==> src/rtl/tiny_rv_pkg.sv <==
// Shared types and encodings for the tiny RISC-V writeback stage.
package tiny_rv_pkg;

    // Load size/sign encodings carried in funct3.
    localparam logic [2:0] F3_LB  = 3'd0;
    localparam logic [2:0] F3_LH  = 3'd1;
    localparam logic [2:0] F3_LW  = 3'd2;
    localparam logic [2:0] F3_LBU = 3'd4;
    localparam logic [2:0] F3_LHU = 3'd5;

    // Writeback sequencer states.
    typedef enum logic {
        ST_IDLE      = 1'b0,
        ST_WAIT_LOAD = 1'b1
    } wb_state_e;

    // Context of a load captured at acceptance and used when data returns.
    typedef struct packed {
        logic [4:0] rd;
        logic [2:0] funct3;
        logic [1:0] addr_lo;
    } load_ctx_t;

    // True for the five funct3 values that name a real load.
    function automatic logic is_legal_load(input logic [2:0] funct3);
        case (funct3)
            F3_LB, F3_LH, F3_LW, F3_LBU, F3_LHU: is_legal_load = 1'b1;
            default:                             is_legal_load = 1'b0;
        endcase
    endfunction

endpackage

==> src/rtl/tiny_rv_load_ext.sv <==
// Combinational load alignment and sign/zero extension.
module tiny_rv_load_ext
    import tiny_rv_pkg::*;
(
    input  logic [2:0]  funct3_i,
    input  logic [1:0]  addr_lo_i,
    input  logic [31:0] rdata_i,
    output logic [31:0] data_o,
    output logic        bad_o
);

    logic [7:0]  byte_lane;
    logic [15:0] half_lane;

    // Select the addressed byte and halfword out of the aligned word.
    always_comb begin
        // NOTE: every always_comb output gets a default first so no path can infer a latch.
        byte_lane = 8'h00;
        case (addr_lo_i)
            2'd0:    byte_lane = rdata_i[7:0];
            2'd1:    byte_lane = rdata_i[15:8];
            2'd2:    byte_lane = rdata_i[23:16];
            2'd3:    byte_lane = rdata_i[31:24];
            default: byte_lane = 8'h00;
        endcase
        half_lane = addr_lo_i[1] ? rdata_i[31:16] : rdata_i[15:0];
    end

    // Extend the selected lane according to the load size/sign.
    always_comb begin
        data_o = 32'h0000_0000;
        bad_o  = !is_legal_load(funct3_i);
        case (funct3_i)
            F3_LB:   data_o = {{24{byte_lane[7]}}, byte_lane};
            F3_LH:   data_o = {{16{half_lane[15]}}, half_lane};
            F3_LW:   data_o = rdata_i;
            F3_LBU:  data_o = {24'h00_0000, byte_lane};
            F3_LHU:  data_o = {16'h0000, half_lane};
            default: data_o = 32'h0000_0000;
        endcase
    end

endmodule

==> src/rtl/tiny_rv_wb.sv <==
// Writeback stage: retires ALU results with one cycle of latency, stalls the
// pipe while a load is outstanding, extends returning load data, and exposes
// two forwarding ports (this cycle's write and last cycle's write).
module tiny_rv_wb
    import tiny_rv_pkg::*;
(
    input  logic        i_clk,
    input  logic        i_reset_n,
    input  logic        ex_valid,
    input  logic [4:0]  ex_rd,
    input  logic [31:0] ex_result,
    input  logic        ex_is_load,
    input  logic [2:0]  ex_funct3,
    input  logic [1:0]  ex_addr_lo,
    input  logic        i_dmem_rvalid,
    input  logic [31:0] i_dmem_rdata,
    output logic        o_wb_stall,
    output logic        wr_en,
    output logic [4:0]  wr_addr,
    output logic [31:0] wr_data,
    output logic [4:0]  of1_reg,
    output logic [31:0] of1_val,
    output logic [4:0]  of2_reg,
    output logic [31:0] of2_val,
    output logic [31:0] o_retire_cnt,
    output logic        o_err
);

    wb_state_e   state_q, state_d;
    load_ctx_t   ld_q, ld_d;
    logic        wr_en_q, wr_en_d;
    logic [4:0]  wr_addr_q, wr_addr_d;
    logic [31:0] wr_data_q, wr_data_d;
    logic [31:0] retire_q, retire_d;
    logic        err_q, err_d;
    logic [4:0]  of2_reg_q;
    logic [31:0] of2_val_q;

    logic        accept;
    logic [31:0] ext_data;
    logic        ext_bad;

    tiny_rv_load_ext u_load_ext (
        .funct3_i  (ld_q.funct3),
        .addr_lo_i (ld_q.addr_lo),
        .rdata_i   (i_dmem_rdata),
        .data_o    (ext_data),
        .bad_o     (ext_bad)
    );

    // Upstream is held for every cycle a load is outstanding.
    assign o_wb_stall = (state_q == ST_WAIT_LOAD);
    assign accept     = ex_valid && !o_wb_stall;

    // Next-state and writeback selection.
    always_comb begin
        state_d   = state_q;
        ld_d      = ld_q;
        wr_en_d   = 1'b0;
        wr_addr_d = wr_addr_q;
        wr_data_d = wr_data_q;
        retire_d  = retire_q;
        err_d     = err_q;

        case (state_q)
            ST_IDLE: begin
                // Read data with no load outstanding is a protocol error; drop it.
                if (i_dmem_rvalid) begin
                    err_d = 1'b1;
                end
                if (accept) begin
                    if (ex_is_load) begin
                        state_d = ST_WAIT_LOAD;
                        ld_d    = '{rd: ex_rd, funct3: ex_funct3, addr_lo: ex_addr_lo};
                    end else begin
                        wr_en_d   = (ex_rd != 5'd0);
                        wr_addr_d = ex_rd;
                        wr_data_d = ex_result;
                        retire_d  = retire_q + 32'd1;
                    end
                end
            end
            ST_WAIT_LOAD: begin
                if (i_dmem_rvalid) begin
                    state_d   = ST_IDLE;
                    wr_en_d   = (ld_q.rd != 5'd0);
                    wr_addr_d = ld_q.rd;
                    wr_data_d = ext_data;
                    retire_d  = retire_q + 32'd1;
                    if (ext_bad) begin
                        err_d = 1'b1;
                    end
                end
            end
            default: state_d = ST_IDLE;
        endcase
    end

    // State, writeback and counter registers; reset abandons any pending load.
    always_ff @(posedge i_clk or negedge i_reset_n) begin
        if (!i_reset_n) begin
            state_q   <= ST_IDLE;
            ld_q      <= '0;
            wr_en_q   <= 1'b0;
            wr_addr_q <= 5'd0;
            wr_data_q <= 32'h0000_0000;
            retire_q  <= 32'h0000_0000;
            err_q     <= 1'b0;
        end else begin
            // NOTE: non-blocking assignments so every register samples pre-edge values.
            state_q   <= state_d;
            ld_q      <= ld_d;
            wr_en_q   <= wr_en_d;
            wr_addr_q <= wr_addr_d;
            wr_data_q <= wr_data_d;
            retire_q  <= retire_d;
            err_q     <= err_d;
        end
    end

    // Newest forward mirrors the write port only while it is actually writing.
    assign of1_reg = wr_en_q ? wr_addr_q : 5'd0;
    assign of1_val = wr_en_q ? wr_data_q : 32'h0000_0000;

    // Previous-cycle forward covers a regfile read racing the write.
    always_ff @(posedge i_clk or negedge i_reset_n) begin
        if (!i_reset_n) begin
            of2_reg_q <= 5'd0;
            of2_val_q <= 32'h0000_0000;
        end else begin
            of2_reg_q <= of1_reg;
            of2_val_q <= of1_val;
        end
    end

    assign wr_en        = wr_en_q;
    assign wr_addr      = wr_addr_q;
    assign wr_data      = wr_data_q;
    assign of2_reg      = of2_reg_q;
    assign of2_val      = of2_val_q;
    assign o_retire_cnt = retire_q;
    assign o_err        = err_q;

endmodule

==> config.mk <==
export PLATFORM = sky130hd
export DESIGN_NAME = tiny_rv_wb
export DESIGN_NICKNAME = d
export VERILOG_FILES = /design/src/rtl/tiny_rv_pkg.sv /design/src/rtl/tiny_rv_load_ext.sv /design/src/rtl/tiny_rv_wb.sv
export SDC_FILE = /design/constraint.sdc
export NUM_CORES = 1
export LEC_CHECK = 0
export CAP_MARGIN = 15
export CORE_UTILIZATION = 43
export CTS_CLUSTER_SIZE = 16
export DETAILED_ROUTE_END_ITERATION = 7
export PLACE_DENSITY = 0.86
export SYNTH_ARGS = -nofsm -noshare
export SYNTH_HDL_FRONTEND = slang
export SYNTH_SLANG_ARGS = --single-unit
==> constraint.sdc <==
create_clock -name i_clk -period 2 [get_ports i_clk]
set_clock_uncertainty 0.15 [all_clocks]
set_input_delay 0.2 -clock i_clk [delete_from_list [all_inputs] [get_ports i_clk]]
set_output_delay 0.2 -clock i_clk [all_outputs]
set_load 0.01 [all_outputs]
# After elaboration in Yosys (flattened, before gate mapping)
# Cells that the tools add are included.
dict set report word_totals {
  register_bits 119
  latchBits 0
  ram_bits 0
  romBits 0
  inputBits 79
  out_inout_bits 146
  wordCells 65
  n_memories 0
}
dict set report op_classes {
  n_addsub 1
  mul 0
  n_div 0
  order_cmp 0
  eq_ne 12
  shifts 0
  mux 30
  bitwise 1
  reduce_logical 10
}
# cell n
set ops {}
lappend ops {{$mux W32} 7}
lappend ops {{$pmux W32 S5} 1}
lappend ops {{$pmux W32 S2} 2}
lappend ops {{$add A32 B1 Y32 const B} 1}
lappend ops {{$pmux W8 S4} 1}
lappend ops {{$mux W5} 4}
lappend ops {{$mux W16} 1}
lappend ops {{$mux W1} 10}
lappend ops {{$ne A2 B2 Y1 const B} 5}
lappend ops {{$pmux W5 S2} 1}
lappend ops {{$reduce_bool A5 Y1} 2}
lappend ops {{$reduce_and A3 Y1} 3}
lappend ops {{$eq A3 B3 Y1 const B} 2}
lappend ops {{$pmux W1 S2} 3}
lappend ops {{$reduce_or A5 Y1} 1}
lappend ops {{$eq A2 B2 Y1 const B} 2}
lappend ops {{$eq A3 B1 Y1 const B} 1}
lappend ops {{$eq A3 B2 Y1 const B} 1}
lappend ops {{$logic_not A3 Y1} 1}
lappend ops {{$eq A2 B1 Y1 const B} 1}
lappend ops {{$logic_not A2 Y1} 1}
lappend ops {{$logic_and A1 B1 Y1} 1}
lappend ops {{$logic_not A1 Y1} 1}
lappend ops {{$not A1 Y1} 1}

# Depth between registers and ports, before layout
dict set report depth {
  word_depth 6
  depth_mapped 6
  depth_no_buf 5
}

# Hierarchy
# Synthesis repeated with hierarchy kept, for this count alone.
dict set report unflattened {
  hier_cells 512
  area_unflattened_um2 5681.7
}
# mod instances cells_per_inst area_per_inst_um2 seq_area_each_um2
set modules_own_cells {}
lappend modules_own_cells {tiny_rv_wb 1 410 4937.2 2977.9}
lappend modules_own_cells {tiny_rv_load_ext 1 102 744.5 0.0}

# Worst setup path after synthesis
# No wires, ideal clock.
dict set report synth_path {
  path_kind {register to register}
  start {register state_q, in the netlist o_wb_stall}
  end {register retire_q[25], in the netlist o_retire_cnt[25]}
  setup_time_ps 126
  t_arrival_ps 1571
  required_time_ps 1724
  slack_ps 153
  path_stages_with_launch 7
  n_path_buf 2
  period_less_slack_ps 1847
  cell_sequence {dfrtp_1 > buf_6 > nand4bb_4 > a2111oi_4 > buf_6 > nand4_1 > xnor2_1}
}
dict set report synth_between {
  elab_chain_len 4
  word_cells_on_any_way 8
  classes_between {eq/ne (3); mux (1); bitwise (1); reduce/logical (3)}
}
# item line
set synth_lines {}
lappend synth_lines {{from (decl)} tiny_rv_wb.sv:29} ;# wb_state_e state_q, state_d;
lappend synth_lines {{from (signal assigned)} tiny_rv_wb.sv:111} ;# state_q <= state_d;
lappend synth_lines {{$logic_not A1 Y1} tiny_rv_wb.sv:53} ;# assign accept = ex_valid && !o_wb_stall;
lappend synth_lines {{$logic_and A1 B1 Y1} tiny_rv_wb.sv:53}
lappend synth_lines {{$ne A2 B2 Y1 (no source line)} n/a}
lappend synth_lines {{$reduce_and A3 Y1 (no source line)} n/a}
lappend synth_lines {{to (signal assigned)} tiny_rv_wb.sv:116} ;# retire_q <= retire_d;
lappend synth_lines {{to (decl)} tiny_rv_wb.sv:34} ;# logic [31:0] retire_q, retire_d;
# Several ways; a longest one is shown, not always the timed one.
# A chain may end at the register's enable or synchronous reset.

# Worst setup path in the final report
dict set report layout_path {
  start {register wr_en_q, in the netlist wr_en}
  end {output of1_val[14]}
}
dict set report layout_between {
  elab_chain_len 1
}
# item line
set layout_lines {}
lappend layout_lines {{from (decl)} tiny_rv_wb.sv:31} ;# logic wr_en_q, wr_en_d;
lappend layout_lines {{from (signal assigned)} tiny_rv_wb.sv:113} ;# wr_en_q <= wr_en_d;
lappend layout_lines {{$mux W32} tiny_rv_wb.sv:123} ;# assign of1_val = wr_en_q ? wr_data_q : 32'h0000_0000;
lappend layout_lines {{to (decl)} tiny_rv_wb.sv:22} ;# output logic [31:0] of1_val,
# No other way between the ends.

==> metrics <==
share of the synthesized area in the top cell type=0.553; RR Endpoint=wr_data[9]; # fillers=837; initial antenna violation count=1; Ys Warns=0; count leader, synth=dfrtp_1; FP Rows=40; cells on worst reg2reg path=4; Max Fclk=519 MHz; DRC=0; Final Hold Fails=0; Required @ worst endpoint=1.65 ns; largest net degree at the start of global routing=54; worst-skew pair later-pin latency=0.41 ns; Via-to-Cell Ratio=5.60; final period utilization=0.964; max_cap viols=0; count of cell types in the netlist=45; slowest library cell on the worst path=dfrtp_2; max incr delay on CP=0.43 ns; FF+latch area=2980 sq um; root buf cell=clkbuf_16; wire length per cell=19.5 um; post-route minimum period=1.93 ns; dominant synthesized flop cell=dfrtp_1; PnR worst setup slack=0.0714 ns; Post-synth EDFFs=0; worst r2r src=ld_q[1]; Placed Instance Area=8050 sq um; Final TNS setup=0 ns; vias=5,077; Max IR drop VDD=626 uV; Die H=114 um; CTS sink count=119; die width=114 um; HPWL Detailed=13,100 um; final instance area=8640 sq um; post-synth net total=554; area leader, netlist=dfrtp_1; clock slew seen by the registers of the worst setup and hold paths=0.05 ns; proportion of layout cells with a drive suffix above 1=0.134; Setup crit end kind=output port; synthesis-to-finish area growth=60.4%; H-Tree Depth=4; startpoint class of the critical path=register; WL final=17,700 um; Worst Hold Class=input pin to async pin; # setup viols final=0; Worst Path Arrival=1.58 ns; Synth async-reset ratio=1.00; Core ar.=12,100 sq um; drt first pass iters=6; LEAKAGE=0.00377 uW; Total Power=9080 uW; number of port buffers=224; first-pass GRT wire length=27,200 um; Initial Util=0.445; dpl ws=-0.223 ns; DR iter-0 viols=387; Mapped Area=5390 sq um; Mapped Cells=474; R2R setup slack=0.08 ns; Final #Nets=806; Max Slew Vio Count=0; Tightest Pin Transition=0.535 ns; post-route antenna net violation count=0; pwr dens=1050 nW/um^2; RSZ-0062 raised after global routing=true; CTS Buf Count=17; gpl congestion=0.868; n_diodes=0; Synth Register Bits=119; Rel. slew slack=0.634; grt total ovfl=0; commonest cells in the netlist=119 x dfrtp_1, 38 x and2_1, 37 x nor2_1; kind of cell adding the most delay to the critical path=buffers and inverters; footprint of the multi-input gates=2270 sq um; cells along the critical path=buf_4, buf_6, and2_1, dlygate4sd2_1; CTS tree=yes; die area=13,000 sq um; vias in the first global route=5,040; Ports=225; Buf+Inv Stages, Crit Path=3; Crit Path Max Fanout=11; Avg Cell Area, Syn=11.4 sq um; critical path type=register to output port; outcome=complete, no violations; clock tree buffer depth=2; sequential-to-total area share from yosys stat=0.553; most area-consuming cells after synthesis=dfrtp_1 55%, and2_1 4.4%, xnor2_1 4.1%; gr usage total=0.279
## per-stage QoR
step	utilization	std cells	hold slack, ns
3_5_place_dp	0.665	872	0.00181
4_1_cts	0.713	906	0.113
3_3_place_gp	0.665	872	-0.0119
5_1_grt	0.714	906	0.135
6_report	0.714	906	0.119
2_1_floorplan	-	474	-0.246
## final cells by class
| cell class | count | share of cell area |
|---|---|---|
| clock buffers | 22 | 0.0537 |
| inverters | 5 | 0.00217 |
| well taps | 168 | 0.0243 |
| flip-flops and latches | 119 | 0.345 |
| clock inverters | 9 | 0.0145 |
| repair buffers | 261 | 0.297 |
| multi-input cells | 322 | 0.263 |
## cells in the final DEF (no fill, tap or decap), types with 10 or more instances in the layout
cell             instances
clkdlybuf4s50_1        185
and2_1                  38
nor2_1                  37
a21oi_1                 33
buf_4                   29
and3_1                  10
nand2_1                 28
mux2_2                  12
dlygate4sd2_1           37
dfrtp_1                116
a22oi_1                 16
o22ai_1                 25
clkbuf_16               17
xnor2_1                 25
nand3_1                 15
## report_power, final
part	leakage [uW]	internal [uW]	switching [uW]
registers	0.00149	2840	390
clock network	0.000286	2010	1040
logic	0.00199	1500	1300
## worst reg2reg max path, stage by stage, from the launching register on
cell and delay, ns:
dfrtp_2 0.40, mux4_2 0.50, and3b_2 0.30, a221oi_1 0.32
o22ai_1 0.12
## worst max-delay path by stage
stage	from	cells past startpoint	slack, ns	end
5_1_grt	ld_q[1]	4	0.005	wr_data[12]
4_1_cts	ld_q[1]	4	0.03	wr_data[12]
6_report	wr_en	4	0.07	of1_val[14]
3_3_place_gp	i_dmem_rdata[31]	5	-0.18	wr_data[11]
2_1_floorplan	o_wb_stall	6	0.15	o_retire_cnt[25]
3_5_place_dp	i_dmem_rdata[7]	5	-0.22	wr_data[11]
## cells by family after synthesis
logic type | synth area share
compound gates | 0.138
xor+xnor | 0.0504
fa+ha+maj | 0.00232
buf+inv | 0.0288
flops | 0.553
mux | 0.0718
simple gates | 0.156
## metal layers
layer / wire length, um / up-vias / GRT usage
li1: - / 2226 / -
met1: 6700 / 2473 / 0.343
met2: 8840 / 310 / 0.460
met3: 1440 / 66 / 0.0712
met4: 676 / 2 / 0.132
met5: 17 / - / 0
## repair_timing
item / in CTS / in global routing
setup buffers: 2 / 0
gates resized for setup: 40 / 6
pin swaps: 0 / 1
setup endpoints to repair: 39 / 18
hold buffers: 1 / 0
hold endpoints to repair: 119 / 0
Power figures use the tool's default switching activity.
